**src/rtl/s2p_pkg.sv**
```systemverilog
// Shared sizing helpers and default parameters for the serial-to-parallel stream packer.
package s2p_pkg;

    localparam int DEF_WIDTH     = 8;
    localparam int DEF_LANES     = 1;
    localparam bit DEF_MSB_FIRST = 1'b1;

    function automatic int beats(input int width, input int lanes);
        return width / lanes;
    endfunction

    function automatic int cnt_w(input int nbeats);
        return $clog2(nbeats + 1);
    endfunction

endpackage

```
**src/rtl/s2p_out_reg.sv**
```systemverilog
// Single-entry valid/ready holding register for an assembled word and its beat count.
module s2p_out_reg #(
    parameter int DW = 8,
    parameter int CW = 4
) (
    input  logic          clk,
    input  logic          rst_n,
    input  logic          load,
    input  logic [DW-1:0] load_data,
    input  logic [CW-1:0] load_count,
    input  logic          take,
    output logic          full,
    output logic          ready_up,
    output logic [DW-1:0] data,
    output logic [CW-1:0] count
);

    // Upstream may load whenever the slot is empty or is being drained this cycle.
    assign ready_up = !full || take;

    always_ff @(posedge clk or negedge rst_n) begin
        if (!rst_n) begin
            full  <= 1'b0;
            data  <= '0;
            count <= '0;
        end else if (load) begin
            full  <= 1'b1;
            data  <= load_data;
            count <= load_count;
        end else if (take) begin
            full  <= 1'b0;
        end
    end

endmodule

```
**src/rtl/serial_to_parallel_stream.sv**
```systemverilog
// Packs LANES-bit serial beats into WIDTH-bit words with early termination and valid/ready on both sides.
module serial_to_parallel_stream
    import s2p_pkg::*;
#(
    parameter int WIDTH     = DEF_WIDTH,
    parameter int LANES     = DEF_LANES,
    parameter bit MSB_FIRST = DEF_MSB_FIRST
) (
    input  logic                                     clk,
    input  logic                                     rst_n,
    input  logic                                     serial_valid,
    output logic                                     serial_ready,
    input  logic [LANES-1:0]                         serial_data,
    input  logic                                     serial_last,
    output logic                                     parallel_valid,
    input  logic                                     parallel_ready,
    output logic [WIDTH-1:0]                         parallel_data,
    output logic [cnt_w(beats(WIDTH, LANES))-1:0]    parallel_count
);

    localparam int BEATS = beats(WIDTH, LANES);
    localparam int CNT_W = cnt_w(BEATS);
    localparam int IDX_W = (BEATS > 1) ? $clog2(BEATS) : 1;

    if (LANES < 1 || LANES > WIDTH || (WIDTH % LANES) != 0) begin : g_param_check
        $error("serial_to_parallel_stream: WIDTH must be a non-zero multiple of LANES");
    end

    logic [WIDTH-1:0] acc;
    logic [WIDTH-1:0] acc_beat;
    logic [IDX_W-1:0] idx;
    logic [CNT_W-1:0] word_count;
    logic             accept;
    logic             word_done;

    assign accept     = serial_valid && serial_ready;
    assign word_done  = accept && (serial_last || idx == IDX_W'(BEATS - 1));
    assign word_count = CNT_W'(idx) + CNT_W'(1);

    // Accumulator with the current beat dropped into its slot; untouched slots stay 0.
    always_comb begin
        acc_beat = acc;
        for (int k = 0; k < BEATS; k++) begin
            if (idx == IDX_W'(k)) begin
                if (MSB_FIRST)
                    acc_beat[WIDTH-1-k*LANES -: LANES] = serial_data;
                else
                    acc_beat[k*LANES +: LANES] = serial_data;
            end
        end
    end

    always_ff @(posedge clk or negedge rst_n) begin
        if (!rst_n) begin
            acc <= '0;
            idx <= '0;
        end else if (accept) begin
            if (word_done) begin
                acc <= '0;
                idx <= '0;
            end else begin
                acc <= acc_beat;
                idx <= idx + 1'b1;
            end
        end
    end

    s2p_out_reg #(
        .DW(WIDTH),
        .CW(CNT_W)
    ) u_out (
        .clk        (clk),
        .rst_n      (rst_n),
        .load       (word_done),
        .load_data  (acc_beat),
        .load_count (word_count),
        .take       (parallel_ready),
        .full       (parallel_valid),
        .ready_up   (serial_ready),
        .data       (parallel_data),
        .count      (parallel_count)
    );

endmodule

```
**config.mk**
```make
export PLATFORM = sky130hd
export DESIGN_NAME = serial_to_parallel_stream
export DESIGN_NICKNAME = d
export VERILOG_FILES = /design/src/rtl/s2p_pkg.sv /design/src/rtl/s2p_out_reg.sv /design/src/rtl/serial_to_parallel_stream.sv
export SDC_FILE = /design/constraint.sdc
export NUM_CORES = 1
export LEC_CHECK = 0
export ABC_AREA = 1
export ABC_CLOCK_PERIOD_IN_PS = 1600
export BUFFER_PORTS_ARGS = -buffer_cell sky130_fd_sc_hd__buf_2
export CAP_MARGIN = 25
export CELL_PAD_IN_SITES_DETAIL_PLACEMENT = 0
export CELL_PAD_IN_SITES_GLOBAL_PLACEMENT = 2
export CORE_MARGIN = 1
export CORE_UTILIZATION = 31
export CTS_CLUSTER_DIAMETER = 150
export DETAILED_ROUTE_END_ITERATION = 7
export PLACE_DENSITY = 0.82
export REMOVE_ABC_BUFFERS = 1
export SLEW_MARGIN = 20
export SYNTH_ARGS = -nofsm -noshare
export SYNTH_HDL_FRONTEND = slang
export SYNTH_SLANG_ARGS = --single-unit
```
**constraint.sdc**
```tcl
create_clock -name clk -period 1.6 [get_ports clk]
set_input_delay 0.24 -clock clk [delete_from_list [all_inputs] [get_ports clk]]
set_output_delay 0.24 -clock clk [all_outputs]
set_load 0.01 [all_outputs]
```
==> run summary, run 1 <==
run status = finished, final reports clean
Final ANT Viol Nets = 0
Sink Count = 24
GRT overflow = 0
Switching Share = 28.0%
Initial Util = 33.6%
first-pass GRT wire length = 4.06 mm
drt pass-1 iters = 4
Root Driver = clkbuf_8
Total Power = 0.00160 W
initial antenna violation count = 0
worst setup margin = 0.135 ns
mapped cell area = 1170 um2
Switching Power = 0.000446 W
Vias/cell = 4.25
routed len/inst = 11.3 um
final critical-path share of the clock period = 91.6%
fin. max-slew vios = 0
Worst-Skew Late Latency = 0.27 ns
total vias in the final route = 900
RSZ-0062 raised after global routing = true
htree depth = 1
most common cell after layout, fill and taps aside = nand2_1
DRT Wirelength = 2.41 mm
WP data required = 1.81 ns
antenna cells = 0
worst relative slew slack = 62.5%
CP Launch Type = register
Max-Cap Viols = 0
CTS clk-pin slew, worst paths = 0.09 ns
Leakage = 0.805 nW
pin slew with the least headroom to its limit = 0.563 ns
DRC viols = 0
min Tclk post-route = 1.47 ns
PortBufs = 19
total core area = 3470 um2
Rows = 21
Mapped Avg Cell Area = 8.15 um2
Die Span Y = 63.3 um
Flop pwr share = 45.3%
Die Area = 4010 um2
area delta synth->final = 19.7%
layout cell share with drive strength beyond 1 = 21.7%
Clock Skew = 0.00474 ns
# fillers = 384
number of global-route vias before repair = 867
initial drt markers = 22
P_int = 0.00115 W
most frequent cells in the layout = nand2_1 (85), dfrtp_1 (24), buf_2 (19), inv_1 (5), ha_1 (4)
CTS tree = yes
Cells after Synth = 143
final hold slack = 0.290 ns
largest net degree at the start of global routing = 25
Max Clk Rate = 0.682 GHz
clk buf depth = 2
worst hold path type = in2reg
pre-CTS WS = 0.0581 ns
Synth warnings = 0
CP Max Fanout = 11
Max VDD drop = 592 uV
Crit Path Class = reg2reg
CTS Buf Count = 3
I/O Pins = 20
post-layout util = 40.3%
crit end category = register
GP Congestion = 0.776
Logic pwr share = 21.6%
Clk pwr share = 33.1%
Cell Pwr Density = 1140 nW/um2
final net count = 179
gr usage total = 13.3%
Die W = 63.3 um
final setup fails = 0
synth unique cells = 17
dpl hpwl = 1.71 mm
final hold viol count = 0
WP data arrival = 1.68 ns
sequential share of the synthesized area = 51.5%
synthesized flop and latch total = 24
==> routing by layer <==
layer  up-vias  global-route usage (%)  routed length [um]
met5         -                       0                   0
met4         0                    2.84                  13
met3         2                    4.35                  66
met2        11                    21.5                1160
met1       408                    17.1                1170
li1        479                       -                   -
==> critical path, cell delays in order (launching register included) <==
cell and delay [ns]:
dfrtp_1 0.40, ha_2 0.20, ha_2 0.20, nor2_4 0.15
inv_2 0.07, nor2_4 0.24, nand2_1 0.10, nand2_1 0.07
==> flip-flops by register name, summed over array words and instances (netlist names) <==
register and count:
acc 8, u_out.full 1, u_out.count 4, u_out.data 8, idx 3
==> cells in the mapped netlist, drive strengths merged <==
library cell | n | area [um2]
nand2 | 87 | 337
ha | 6 | 75.1
o21ai | 3 | 15.0
nor3 | 1 | 5.00
nand3 | 4 | 25.0
dfrtp | 24 | 601
inv | 7 | 26.3
a21oi | 2 | 10.0
buf | 4 | 31.3
nor2 | 5 | 41.3
==> layout make-up <==
cell class,count,area [um2],share of cell area (%)
well taps,46,57.6,4.12
clock buffers,3,41.3,2.96
inverters,7,26.3,1.88
flip-flops and latches,24,601,43.0
clock inverters,1,30.0,2.15
multi-input cells,108,513,36.7
repair buffers,23,128,9.14
==> cell families after synthesis <==
| family | share of synthesized area [%] |
|---|---|
| AO/OA/AOI/OAI | 2.15 |
| adder cells (fa/ha/maj) | 6.44 |
| buffers and inverters | 4.94 |
| flip-flops | 51.5 |
| AND/OR/NAND/NOR | 35.0 |
==> power groups by stage <==
stage                     sequential (W)  clock [W]  combinational, W
after global routing            0.000734   0.000574          0.000386
after global placement          0.000729          0          0.000346
after floorplan                 0.000762          0          0.000175
final                           0.000722   0.000529          0.000345
after CTS                       0.000723   0.000547          0.000348
after detailed placement        0.000734          0          0.000344
==> timing repair <==
action / in CTS / in global routing
endpoints found under the hold margin: 24 / 0
gates resized for setup: 0 / 2
hold buffers: 1 / 0
endpoints found under the setup margin: 0 / 20
setup buffers: 0 / 0
==> worst paths after layout <==
kind | slack (ns) | end | startpoint | cells after the start
worst min register to register | 0.48 | u_out.data[3] | u_out.data[3] | 2
max in group asynchronous | 0.73 | u_out.count[2] | rst_n | 2
worst min-delay path | 0.29 | u_out.full | parallel_ready | 4
worst max-delay path | 0.13 | acc[0] | idx[0] | 7
min in group asynchronous | 0.49 | u_out.data[1] | rst_n | 2
worst max register to register | 0.13 | acc[0] | idx[0] | 7
==> through the flow <==
step / std cells / setup TNS (ns) / area (um2)
CTS: 212 / 0 / 1390
global route: 212 / -0.00654 / 1400
finish: 212 / 0 / 1400
detailed placement: 207 / 0 / 1310
floorplan: 139 / 0 / 1130
global placement: 207 / 0 / 1310
No activity file was read; power rests on OpenSTA's default activity.
==> run 2: changes to the inputs <==
--- a/config.mk
+++ b/config.mk
@@ -9,13 +9,13 @@
 export ABC_CLOCK_PERIOD_IN_PS = 1600
 export BUFFER_PORTS_ARGS = -buffer_cell sky130_fd_sc_hd__buf_2
 export CAP_MARGIN = 25
-export CELL_PAD_IN_SITES_DETAIL_PLACEMENT = 0
-export CELL_PAD_IN_SITES_GLOBAL_PLACEMENT = 2
+export CELL_PAD_IN_SITES_DETAIL_PLACEMENT = 1
+export CELL_PAD_IN_SITES_GLOBAL_PLACEMENT = 1
 export CORE_MARGIN = 1
-export CORE_UTILIZATION = 31
+export CORE_UTILIZATION = 40
 export CTS_CLUSTER_DIAMETER = 150
 export DETAILED_ROUTE_END_ITERATION = 7
-export PLACE_DENSITY = 0.82
+export PLACE_DENSITY = 0.83
 export REMOVE_ABC_BUFFERS = 1
 export SLEW_MARGIN = 20
 export SYNTH_ARGS = -nofsm -noshare
==> run 2 against run 1 <==
  * Critical path type unchanged
  * Core utilization increased by 9.6 points
  * Sequential power barely moved
  * Clock skew is 0.0048 ns higher
  * Clock-buffer cell count unchanged
  * Non-clock buffer count increased by 2
  * Routed wire length increased by 26%
  * Via count up 8.9%
  * Flip-flop and latch count stayed put
  * Hold slack got worse by 0.0083 ns
  * Clock power down 47%
  * Design area decreased by 1.6%
  * Combinational power increased by 8.7%
==> run summary, run 2 (synthesis results as in run 1) <==
PortBufs = 19 (unchanged)
final critical-path share of the clock period = 95.4% (was 91.6%)
drt pass-1 iters = 4 (unchanged)
CP Max Fanout = 9 (was 11)
min Tclk post-route = 1.53 ns (was 1.47 ns)
final hold viol count = 0 (unchanged)
Root Driver = clkbuf_4 (was clkbuf_8)
GP Congestion = 0.770 (was 0.776)
WP data arrival = 1.79 ns (was 1.68 ns)
Max-Cap Viols = 0 (unchanged)
final hold slack = 0.282 ns (was 0.290 ns)
number of global-route vias before repair = 1069 (was 867)
Cell Pwr Density = 1000 nW/um2 (was 1140 nW/um2)
most frequent cells in the layout = nand2_1 (85), dfrtp_1 (24), buf_2 (19), inv_1 (5) (was nand2_1 (85), dfrtp_1 (24), buf_2 (19), inv_1 (5), ha_1 (4))
CTS tree = yes (unchanged)
gr usage total = 21.4% (was 13.3%)
Worst-Skew Late Latency = 0.32 ns (was 0.27 ns)
crit end category = register (unchanged)
DRC viols = 0 (unchanged)
run status = finished, final reports clean (unchanged)
most common cell after layout, fill and taps aside = nand2_1 (unchanged)
CTS clk-pin slew, worst paths = 0.14 ns (was 0.09 ns)
total vias in the final route = 980 (was 900)
Die W = 56.0 um (was 63.3 um)
Clock Skew = 0.00950 ns (was 0.00474 ns)
initial drt markers = 16 (was 22)
Vias/cell = 4.95 (was 4.25)
Die Area = 3140 um2 (was 4010 um2)
area delta synth->final = 17.8% (was 19.7%)
dpl hpwl = 1.89 mm (was 1.71 mm)
first-pass GRT wire length = 5.18 mm (was 4.06 mm)
Total Power = 0.00137 W (was 0.00160 W)
Sink Count = 24 (unchanged)
GRT overflow = 0 (unchanged)
DRT Wirelength = 3.03 mm (was 2.41 mm)
Leakage = 0.797 nW (was 0.805 nW)
Initial Util = 42.3% (was 33.6%)
I/O Pins = 20 (unchanged)
routed len/inst = 15.3 um (was 11.3 um)
Max VDD drop = 556 uV (was 592 uV)
CP Launch Type = register (unchanged)
Die Span Y = 56.0 um (was 63.3 um)
Crit Path Class = reg2reg (unchanged)
Seq. cell area = 601 um2 (unchanged)
final net count = 181 (was 179)
initial antenna violation count = 0 (unchanged)
htree depth = 1 (unchanged)
pin slew with the least headroom to its limit = 0.557 ns (was 0.563 ns)
largest net degree at the start of global routing = 25 (unchanged)
Rows = 19 (was 21)
antenna cells = 0 (unchanged)
largest registers = acc x8, u_out.data x8, u_out.count x4 (unchanged)
Final ANT Viol Nets = 0 (unchanged)
final setup fails = 0 (unchanged)
fin. max-slew vios = 0 (unchanged)
worst relative slew slack = 62.9% (was 62.5%)
CTS Buf Count = 3 (unchanged)
Max Clk Rate = 0.655 GHz (was 0.682 GHz)
worst hold path type = in2reg (unchanged)
multi-input combinational cell area = 531 um2 (was 513 um2)
layout cell share with drive strength beyond 1 = 22.2% (was 21.7%)
clk buf depth = 2 (unchanged)
total core area = 2760 um2 (was 3470 um2)
post-layout util = 49.8% (was 40.3%)
# fillers = 350 (was 384)
WP data required = 1.87 ns (was 1.81 ns)
run 2: changes by cell type in the layout (fill, tap and decap cells not counted), sizes merged:
cell | previous run | this run
buf | 22 | 24
bufinv | 1 | 0
run 2: final timing paths:
check	startpoint	depth (start not counted)	slack, ns	to
setup / recovery	idx[0]	8	0.07	idx[0]
hold / removal	parallel_ready	4	0.28	u_out.full
setup reg to reg	idx[0]	8	0.07	idx[0]
hold reg to reg	u_out.count[0]	2	0.49	u_out.count[0]
max in group asynchronous	rst_n	2	0.79	u_out.data[0]
min in group asynchronous	rst_n	2	0.44	u_out.data[5]
run 2: through the flow:
step | setup TNS [ns] | worst slack (ns) | std cells | cell area [um2]
floorplan | 0 | 0.189 | 139 | 1130
global placement | 0 | 0.108 | 192 | 1290
detailed placement | -0.0218 | -0.0218 | 192 | 1290
CTS | 0 | 0.0220 | 198 | 1360
global route | -0.0766 | -0.0766 | 198 | 1370
finish | 0 | 0.0735 | 198 | 1370
run 2: area by class of cell:
cell class / instances / area share [%]
timing repair buffer: 25 / 11.3
tap: 31 / 2.82
clock buffer: 3 / 1.64
multi-input combinational: 108 / 38.6
sequential: 24 / 43.7
inverter: 7 / 1.91
run 2: worst max-delay path, stage by stage (launching register included):
cell and delay [ns]:
dfrtp_1 0.41, ha_2 0.21, ha_4 0.18, nor2_4 0.12
inv_2 0.08, nor2_4 0.16, buf_12 0.14, nand2_1 0.07
nand2_1 0.08
run 2: report_power, final:
part	internal (W)	leakage, nW	switching, W
Combinational	0.000143	0.460	0.000232
Clock	0.0000881	0.0138	0.000190
Sequential	0.000682	0.324	0.0000393
run 2: timing repair:
item | CTS | global route
setup buffers | 2 | 0
pin swaps | 1 | 2
hold buffers | 1 | 0
endpoints found under the hold margin | 24 | 0
gates resized for setup | 1 | 4
setup endpoints to repair | 9 | 21
run 2: layer usage:
layer	vias up	wire [um]	part of all wire [%]	track usage, %
met1	473	1300	43	25.8
met3	6	55	1.8	2.09
met4	0	60	2.0	9.41
met5	-	0	0	0
li1	486	-	-	-
met2	15	1610	53	38.6
==> run 3: changes to the inputs <==
--- a/config.mk
+++ b/config.mk
@@ -15,6 +15,7 @@
 export CORE_UTILIZATION = 40
 export CTS_CLUSTER_DIAMETER = 150
 export DETAILED_ROUTE_END_ITERATION = 7
+export MAX_ROUTING_LAYER = met4
 export PLACE_DENSITY = 0.83
 export REMOVE_ABC_BUFFERS = 1
 export SLEW_MARGIN = 20
==> run 3 against run 2 <==
  * Register-to-register slack about the same
  * Clock skew up 0.0050 ns
  * Final cell count unchanged
  * Via count up 1.9%
  * Maximum frequency up 0.45%
  * Design area unchanged
  * Global-route usage up 0.61 points
  * Routed wire length up 1.7%
  * Critical path type unchanged
  * Largest power group unchanged
==> run summary, run 3 (synthesis results as in run 1) <==
metal1 wirelength = 1.33 mm (was 1.30 mm)
most common cell after layout, fill and taps aside = nand2_1 (unchanged)
clk buf depth = 2 (unchanged)
layout cell share with drive strength beyond 1 = 22.2% (unchanged)
final critical-path share of the clock period = 95.0% (was 95.4%)
Max-Cap Viols = 0 (unchanged)
GP Congestion = 0.780 (was 0.770)
Root Driver = clkbuf_4 (unchanged)
htree depth = 1 (unchanged)
Vias/cell = 5.05 (was 4.95)
worst relative slew slack = 61.7% (was 62.9%)
Die W = 56.0 um (unchanged)
P_int = 0.000913 W (about the same)
Max Clk Rate = 0.658 GHz (was 0.655 GHz)
largest registers = acc x8, u_out.data x8, u_out.count x4 (unchanged)
antenna cells = 0 (unchanged)
pin slew with the least headroom to its limit = 0.575 ns (was 0.557 ns)
area delta synth->final = 17.8% (unchanged)
Logic pwr share = 27.3% (about the same)
WP data arrival = 1.79 ns (about the same)
Detail Route met3 WL = 63 um (was 55 um)
post-place instance area = 1290 um2 (unchanged)
Worst-Skew Late Latency = 0.32 ns (about the same)
Cell Pwr Density = 1000 nW/um2 (about the same)
Clk pwr share = 20.2% (about the same)
CP Max Fanout = 9 (unchanged)
Switching Power = 0.000461 W (about the same)
PortBufs = 19 (unchanged)
Leakage = 0.797 nW (unchanged)
Initial Util = 42.3% (unchanged)
Crit Path Class = reg2reg (unchanged)
first-pass GRT wire length = 5.15 mm (was 5.18 mm)
fin. max-slew vios = 0 (unchanged)
Flop pwr share = 52.5% (about the same)
CTS clk-pin slew, worst paths = 0.14 ns (about the same)
min Tclk post-route = 1.52 ns (was 1.53 ns)
CP max-delay cell = dfrtp_1 (unchanged)
total core area = 2760 um2 (unchanged)
Sink Count = 24 (unchanged)
# fillers = 350 (unchanged)
most frequent cells in the layout = nand2_1 (85), dfrtp_1 (24), buf_2 (19), inv_1 (5) (unchanged)
final hold viol count = 0 (unchanged)
Final ANT Viol Nets = 0 (unchanged)
total vias in the final route = 999 (was 980)
critical path cell sequence = ha_2 -> ha_4 -> nor2_4 -> inv_2 -> nor2_4 -> buf_12 -> nand2_1 -> nand2_1 (unchanged)
CTS tree = yes (unchanged)
final instance area = 1370 um2 (unchanged)
dpl hpwl = 1.89 mm (unchanged)
initial drt markers = 18 (was 16)
top routing layer used = met4 (unchanged)
crit end category = register (unchanged)
Die Area = 3140 um2 (unchanged)
worst hold path type = in2reg (unchanged)
run status = finished, final reports clean (unchanged)
final setup fails = 0 (unchanged)
CP Launch Type = register (unchanged)
routed len/inst = 15.6 um (was 15.3 um)
drt pass-1 iters = 4 (unchanged)
WP data required = 1.87 ns (about the same)
DRC viols = 0 (unchanged)
gr usage total = 22.0% (was 21.4%)
number of global-route vias before repair = 1073 (was 1069)
Die Span Y = 56.0 um (unchanged)
Switching Share = 33.6% (was 33.5%)
I/O Pins = 20 (unchanged)
Total Power = 0.00137 W (about the same)
Rows = 19 (unchanged)
largest net degree at the start of global routing = 25 (unchanged)
DR WL met2 = 1.63 mm (was 1.61 mm)
GRT overflow = 0 (unchanged)
final net count = 181 (unchanged)
DRT Wirelength = 3.08 mm (was 3.03 mm)
Max stage delay on crit path = 0.41 ns (about the same)
initial antenna violation count = 0 (unchanged)
CTS Buf Count = 3 (unchanged)
Max VDD drop = 561 uV (was 556 uV)
Clock Skew = 0.0145 ns (was 0.00950 ns)
==> run 3: cell counts in the layout (fill, tap and decap cells not counted) <==
Identical to the previous run, type by type.
==> run 3: power by group through the flow <==
stage          clock, W  combinational (W)  sequential, W
6_report       0.000278           0.000375       0.000722
5_1_grt        0.000295           0.000425       0.000733
4_1_cts        0.000284           0.000370       0.000719
3_5_place_dp          0           0.000353       0.000731
3_3_place_gp          0           0.000343       0.000729
2_1_floorplan         0           0.000175       0.000762
==> run 3: timing repair <==
action | in CTS | in global routing
endpoints found under the setup margin | 9 | 21
hold buffers | 1 | 0
hold endpoints to repair | 24 | 0
gates resized for setup | 1 | 4
pin swaps | 1 | 2
setup buffers | 2 | 0
==> run 3: critical path, delay by kind of cell (launching register included) <==
family                     cells  cell delay (ns)
DFF                            1             0.41
buffers and inverters          2             0.22
adders and majority gates      2             0.39
and+or+nand+nor                4             0.43
==> run 3: metal layers <==
| layer | global-route usage, % | vias up |
|---|---|---|
| met3 | 2.09 | 6 |
| met2 | 38.4 | 17 |
| met4 | 9.41 | 0 |
| met5 | - | - |
| met1 | 25.9 | 492 |
| li1 | - | 484 |
==> run 3: per-stage QoR <==
step           hold slack [ns]  cells  utilization, %  setup WS, ns  TNS [ns]
4_1_cts                  0.249    198            49.3        0.0220         0
6_report                 0.288    198            49.8        0.0803         0
2_1_floorplan          -0.0556    139               -         0.189         0
5_1_grt                  0.300    198            49.8       -0.0455   -0.0455
3_5_place_dp             0.267    192            46.8       -0.0218   -0.0218
3_3_place_gp             0.258    192            46.8         0.108         0
==> run 3: worst paths after layout <==
check,start,end,slack (ns),cells past startpoint
max in group asynchronous,rst_n,acc[4],0.77,2
hold / removal,parallel_ready,u_out.full,0.29,4
hold reg to reg,u_out.count[0],u_out.count[0],0.49,2
min in group asynchronous,rst_n,acc[7],0.45,2
setup reg to reg,idx[0],idx[0],0.08,8
setup / recovery,idx[0],idx[0],0.08,8
==> run 3: layout make-up <==
type                            instances  area [um2]  share of cell area [%]
Clock buffer                            3        22.5                    1.64
Inverter                                7        26.3                    1.91
Multi-Input combinational cell        108         531                    38.6
Sequential cell                        24         601                    43.7
Tap cell                               31        38.8                    2.82
Timing Repair Buffer                   25         155                    11.3
